$ cat config.mk
export PLATFORM = sky130hd
export DESIGN_NAME = ikaopll_bus_writer
export DESIGN_NICKNAME = d
export VERILOG_FILES = /design/src/rtl/ikaopll_pkg.sv /design/src/rtl/ikaopll_bus_timer.sv /design/src/rtl/ikaopll_bus_writer.sv
export SDC_FILE = /design/constraint.sdc
export NUM_CORES = 1
export LEC_CHECK = 0
export BUFFER_PORTS_ARGS = -buffer_cell sky130_fd_sc_hd__buf_2
export CAP_MARGIN = 20
export CELL_PAD_IN_SITES_DETAIL_PLACEMENT = 1
export CELL_PAD_IN_SITES_GLOBAL_PLACEMENT = 1
export CORE_MARGIN = 10
export CORE_UTILIZATION = 39
export CTS_CLUSTER_DIAMETER = 40
export DETAILED_ROUTE_END_ITERATION = 8
export PLACE_DENSITY = 0.85
export SETUP_SLACK_MARGIN = 0.3
export SYNTH_ARGS = -nofsm -noshare
export SYNTH_HDL_FRONTEND = slang
export SYNTH_SLANG_ARGS = --single-unit
export TNS_END_PERCENT = 1
$ cat constraint.sdc
create_clock -name i_EMUCLK -period 2.9 [get_ports i_EMUCLK]
set_input_delay 0.29 -clock i_EMUCLK [delete_from_list [all_inputs] [get_ports i_EMUCLK]]
set_output_delay 0.29 -clock i_EMUCLK [all_outputs]
set_load 0.02 [all_outputs]
$ cat src/rtl/ikaopll_pkg.sv
// rtl/ikaopll_pkg.sv - shared IKAOPLL bus-writer state encoding and timing defaults
package ikaopll_pkg;

   localparam logic [3:0] ST_IDLE     = 4'd0;
   localparam logic [3:0] ST_A_SETUP  = 4'd1;
   localparam logic [3:0] ST_A_STROBE = 4'd2;
   localparam logic [3:0] ST_A_HOLD   = 4'd3;
   localparam logic [3:0] ST_A_WAIT   = 4'd4;
   localparam logic [3:0] ST_D_SETUP  = 4'd5;
   localparam logic [3:0] ST_D_STROBE = 4'd6;
   localparam logic [3:0] ST_D_HOLD   = 4'd7;
   localparam logic [3:0] ST_D_WAIT   = 4'd8;

   localparam int OPLL_SETUP_LEN = 1;
   localparam int OPLL_PULSE_LEN = 2;
   localparam int OPLL_ADDR_WAIT = 12;
   localparam int OPLL_DATA_WAIT = 84;

   function automatic int max_of4(input int a, input int b, input int c, input int d);
      int m;
      m = a;
      if (b > m) m = b;
      if (c > m) m = c;
      if (d > m) m = d;
      return m;
   endfunction

endpackage

$ cat src/rtl/ikaopll_bus_timer.sv
// rtl/ikaopll_bus_timer.sv - loadable CEN-qualified down-counter with zero flag
module ikaopll_bus_timer #(
   parameter int W = 8
) (
   input  logic         i_EMUCLK,
   input  logic         i_RST,
   input  logic         i_CEN_n,
   input  logic         i_LOAD,
   input  logic [W-1:0] i_LOAD_VAL,
   output logic         o_ZERO
);

   logic [W-1:0] r_cnt;

   // Load wins over counting so a request accepted on a non-CEN edge still arms the timer.
   always_ff @(posedge i_EMUCLK) begin
      if (i_RST)
         r_cnt <= '0;
      else if (i_LOAD)
         r_cnt <= i_LOAD_VAL;
      else if (!i_CEN_n && r_cnt != '0)
         r_cnt <= r_cnt - W'(1);
   end

   assign o_ZERO = (r_cnt == '0);

endmodule

$ cat src/rtl/ikaopll_bus_writer.sv
// rtl/ikaopll_bus_writer.sv - turns one (addr, data) request into the two-phase YM2413 bus write
module ikaopll_bus_writer
   import ikaopll_pkg::*;
#(
   parameter int SETUP_LEN = OPLL_SETUP_LEN,
   parameter int PULSE_LEN = OPLL_PULSE_LEN,
   parameter int ADDR_WAIT = OPLL_ADDR_WAIT,
   parameter int DATA_WAIT = OPLL_DATA_WAIT
) (
   input  logic       i_EMUCLK,
   input  logic       i_RST,
   input  logic       i_CEN_n,
   input  logic       i_REQ,
   input  logic [7:0] i_ADDR,
   input  logic [7:0] i_DATA,
   output logic       o_READY,
   output logic       o_DONE,
   output logic       o_CS_n,
   output logic       o_WR_n,
   output logic       o_A0,
   output logic [7:0] o_D
);

   localparam int CNT_W = $clog2(max_of4(SETUP_LEN, PULSE_LEN, ADDR_WAIT, DATA_WAIT)) + 1;

   logic [3:0]       r_state;
   logic [7:0]       r_data;
   logic             r_ready, r_done, r_cs_n, r_wr_n, r_a0;
   logic [7:0]       r_d;

   logic             w_zero, w_accept, w_adv, w_load;
   logic [3:0]       w_next;
   logic [CNT_W-1:0] w_next_len, w_load_val;

   assign w_accept = i_REQ && r_ready;
   assign w_adv    = !i_CEN_n && (r_state != ST_IDLE) && w_zero;
   assign w_load   = w_accept || w_adv;
   assign w_next   = (r_state == ST_D_WAIT) ? ST_IDLE : r_state + 4'd1;

   always_comb begin
      w_next_len = '0;
      case (w_next)
         ST_A_SETUP, ST_D_SETUP:   w_next_len = CNT_W'(SETUP_LEN - 1);
         ST_A_STROBE, ST_D_STROBE: w_next_len = CNT_W'(PULSE_LEN - 1);
         ST_A_WAIT:                w_next_len = CNT_W'(ADDR_WAIT - 1);
         ST_D_WAIT:                w_next_len = CNT_W'(DATA_WAIT - 1);
         default:                  w_next_len = '0;
      endcase
      w_load_val = w_accept ? CNT_W'(SETUP_LEN - 1) : w_next_len;
   end

   ikaopll_bus_timer #(.W(CNT_W)) u_timer (
      .i_EMUCLK   (i_EMUCLK),
      .i_RST      (i_RST),
      .i_CEN_n    (i_CEN_n),
      .i_LOAD     (w_load),
      .i_LOAD_VAL (w_load_val),
      .o_ZERO     (w_zero)
   );

   // Each bus pin is updated only on the transition into the state that owns it.
   always_ff @(posedge i_EMUCLK) begin
      if (i_RST) begin
         r_state <= ST_IDLE;
         r_data  <= 8'h00;
         r_ready <= 1'b1;
         r_done  <= 1'b0;
         r_cs_n  <= 1'b1;
         r_wr_n  <= 1'b1;
         r_a0    <= 1'b0;
         r_d     <= 8'h00;
      end else begin
         r_done <= 1'b0;
         if (w_accept) begin
            r_state <= ST_A_SETUP;
            r_data  <= i_DATA;
            r_ready <= 1'b0;
            r_cs_n  <= 1'b0;
            r_wr_n  <= 1'b1;
            r_a0    <= 1'b0;
            r_d     <= i_ADDR;
         end else if (w_adv) begin
            r_state <= w_next;
            case (w_next)
               ST_A_STROBE, ST_D_STROBE: r_wr_n <= 1'b0;
               ST_A_HOLD, ST_D_HOLD:     r_wr_n <= 1'b1;
               ST_A_WAIT, ST_D_WAIT:     r_cs_n <= 1'b1;
               ST_D_SETUP: begin
                  r_cs_n <= 1'b0;
                  r_a0   <= 1'b1;
                  r_d    <= r_data;
               end
               ST_IDLE: begin
                  r_ready <= 1'b1;
                  r_done  <= 1'b1;
               end
               default: ;
            endcase
         end
      end
   end

   assign o_READY = r_ready;
   assign o_DONE  = r_done;
   assign o_CS_n  = r_cs_n;
   assign o_WR_n  = r_wr_n;
   assign o_A0    = r_a0;
   assign o_D     = r_d;

endmodule

==> flow_metrics.tcl <==
set metrics [dict create \
    overflow 0 \
    cp.arrival_ps 2310 \
    pre_cts_ws_ps 792 \
    rsz0062_at_grt "no" \
    synth.net_count 225 \
    worst_clock_skew_ps 2.08 \
    mappedNetlistArea_mm2 0.00163 \
    comb_power_share_pct 37.0 \
    hp-start "i_DATA[5]" \
    setup_viol 0 \
    detailroute.via_count 1527 \
    yosysTopAreaCell "sky130_fd_sc_hd__dfxtp_1" \
    tritoncts.num_buffers 5 \
    ios 33 \
    core_mm2 0.00403 \
    power.switching_fraction_pct 37.9 \
    netSwitchingPower_mw 0.579 \
    critPathCaptureType "register" \
    post_dp_hpwl_um 3320 \
    fin_area_mm2 0.00192 \
    chipHeight_um 84.7 \
    grt_max_degree 19 \
    cts_tree "built" \
    max_freq_mhz 466 \
    fin_worst_hold_slack_ps 231 \
    nNetsFinal 255 \
    synth.yosys.seq_area_share_pct 40.5 \
    count_of_non_filler_cells_in_the_finished_layout 281 \
    post-route-period-util_pct 74.1 \
    post_cts_buffers 0 \
    total_die_area_mm2 0.00717 \
    antenna_cells_inserted 0 \
    drv_cap 0 \
    global_route_wire_length_before_repair_um 7610 \
    clock_sinks 33 \
    drtIter0Drc 118 \
    ys_async_sr_fraction_pct 0 \
    worst_slew_margin_rel_pct 60.4 \
    finalCriticalPeriod_ps 2150 \
    clock_tree.buffer_depth 2 \
    die_w_um 84.7 \
    ys.flop_type "sky130_fd_sc_hd__dfxtp_1" \
    detail_route.wirelength_um 4400 \
    reg2reg_from "r_state[0]" \
    synth_edf_count 0 \
    portBuffers 32 \
    placement.cell_area_mm2 0.00183 \
    finished_core_util_pct 47.5 \
    num_rows 23 \
    first_global_vias 1646 \
    worst-endpoint-required_ps 3070 \
    initial_utilization_pct 40.5 \
    wl_per_cell_um 15.7 \
    worstSkewPairLatency_ps 290 \
    outcome "finished, final reports clean" \
    critical_path.max_stage_delay_ps 510 \
    vias_per_cell 5.43 \
    p_int_mw 0.947 \
    detailedRoute.firstPassIterationCount 4 \
    slew_viol_final 0 \
    setup_ws_ps 752 \
    finalHoldViolations 0 \
    crit_type "register to register" \
    path_max_fanout 11 \
    final_cell_mix "33 x sky130_fd_sc_hd__dfxtp_1, 32 x sky130_fd_sc_hd__buf_2, 29 x sky130_fd_sc_hd__nand2_1, 29 x sky130_fd_sc_hd__a21oi_1, 15 x sky130_fd_sc_hd__o21ai_0" \
    yosys-top-cells-area "sky130_fd_sc_hd__dfxtp_1 40%, sky130_fd_sc_hd__a21oi_1 8.9%, sky130_fd_sc_hd__nand2_1 6.7%" \
    clock_tree_root_driver_cell "sky130_fd_sc_hd__clkbuf_8" \
    route.detailed.drc 0 \
    ir_worst_vdd_uv 306 \
    netlist.area_leader.share_pct 40.5 \
    seq_power_share_pct 40.2 \
    cpMaxStageDelayCell "sky130_fd_sc_hd__dfxtp_1" \
    cellLeakagePower_nw 0.767 \
    worst_setup_path_startpoint "r_state[0]" \
    htreeDepth 2 \
    worst_slew_pin_slew_ps 592 \
    layout-drive-gt1-share_pct 22.1 \
    fillCellCount 513 \
    cp_launch_type "register" \
    synthesis.area_per_instance_um2 8.16 \
    cts.clk_slew.worst_paths_ps 70 \
    postSynthCellCount 200 \
    grt_usage_pct 12.7 \
    ys_ff_latch 33 \
    cts-hold-fix-buffers 0 \
    dp.cells 273 \
    tns_ps 0 \
    most_frequent_standard_cell_in_the_layout_excluding_fill_and_tap_cells "sky130_fd_sc_hd__dfxtp_1" \
    synth_cell_type_count 40 \
    ant_nets 0 \
    cellPowerDensity_mw_per_mm2 796 \
    p_clk_share_pct 22.8 \
    crit_path_cell_trace "inv_1 -> ha_1 -> nor3b_1 -> nand4b_1 -> nor3_2 -> buf_4 -> mux2i_1 -> a21oi_1" \
    area_growth_syn_to_layout_pct 17.3 \
    yosys_warnings 0 \
    number_of_gates_resized_after_cts 0 \
    hold_path_class "input pin to register" \
    fin_total_pwr_mw 1.53 \
    gp_routability_congestion 0.824 \
    antenna_found_initial 0 \
]
## state kept, by name, indices dropped and copies added, names as in the netlist
register / flops
o_D: 8
o_CS_n: 1
o_READY: 1
r_state: 4
u_timer.r_cnt: 8
o_A0: 1
o_WR_n: 1
o_DONE: 1
r_data: 8
## power groups by stage
stage                     combinational, mW  clock, mW  sequential, mW
after floorplan                       0.448          0           0.610
after global placement                0.551          0           0.617
after detailed placement              0.565          0           0.623
after CTS                             0.570      0.355           0.612
after global routing                  0.647      0.375           0.627
final                                 0.564      0.348           0.613
## path summary, 6_finish.rpt
kind / end / slack (ps) / depth (start not counted)
hold / removal: r_data[5] / 230 / 3
setup reg to reg: o_D[4] / 750 / 8
setup / recovery: o_D[4] / 750 / 8
hold reg to reg: r_data[5] / 460 / 2
## per-layer routing
metal	vias up	share of wire, %	GRT usage, %
met5	-	0	0
met2	48	44	20.0
met3	5	7.4	4.83
met4	0	1.3	5.99
li1	762	-	-
met1	712	47	14.8
## worst max-delay path: cells and delay by family, from the launching register on
family | cells | cell delay [ps]
AND/OR/NAND/NOR | 3 | 610
flip-flops | 1 | 510
buffers and inverters | 2 | 340
adder cells (fa/ha/maj) | 1 | 260
multiplexers | 1 | 220
AO/OA/AOI/OAI | 1 | 80
## Yosys cell counts, types with 2 or more instances
library cell / count
sky130_fd_sc_hd__nor2_1: 13
sky130_fd_sc_hd__inv_1: 8
sky130_fd_sc_hd__clkbuf_1: 9
sky130_fd_sc_hd__nand4_1: 3
sky130_fd_sc_hd__nand2_1: 29
sky130_fd_sc_hd__dfxtp_1: 33
sky130_fd_sc_hd__o21ai_1: 2
sky130_fd_sc_hd__nand3b_1: 3
sky130_fd_sc_hd__nand3_1: 5
sky130_fd_sc_hd__mux2i_1: 9
sky130_fd_sc_hd__buf_4: 2
sky130_fd_sc_hd__nor3_1: 5
sky130_fd_sc_hd__o21ai_0: 15
sky130_fd_sc_hd__xnor2_1: 3
sky130_fd_sc_hd__a221o_1: 2
sky130_fd_sc_hd__a21oi_1: 29
sky130_fd_sc_hd__xor2_1: 2
sky130_fd_sc_hd__nand2b_1: 2
sky130_fd_sc_hd__ha_1: 5
## area by class of cell
class / count / area (um2) / share of cell area, %
Sequential cell: 33 / 661 / 34.5
Clock inverter: 3 / 17.5 / 0.914
Tap cell: 50 / 62.6 / 3.27
Multi-Input combinational cell: 147 / 893 / 46.6
Inverter: 8 / 30.0 / 1.57
Timing Repair Buffer: 35 / 183 / 9.54
Clock buffer: 5 / 68.8 / 3.59
## kinds of logic after synthesis
group	count (synthesis)	synth area share, %
adders and majority gates	5	3.83
DFF	33	40.5
and+or+nand+nor	73	23.8
muxes	9	5.52
AOI/OAI and AO/OA	55	18.6
buffers and inverters	20	5.13
xor gates and xnor gates	5	2.68
Note: power is estimated with default switching activity, not from simulation.
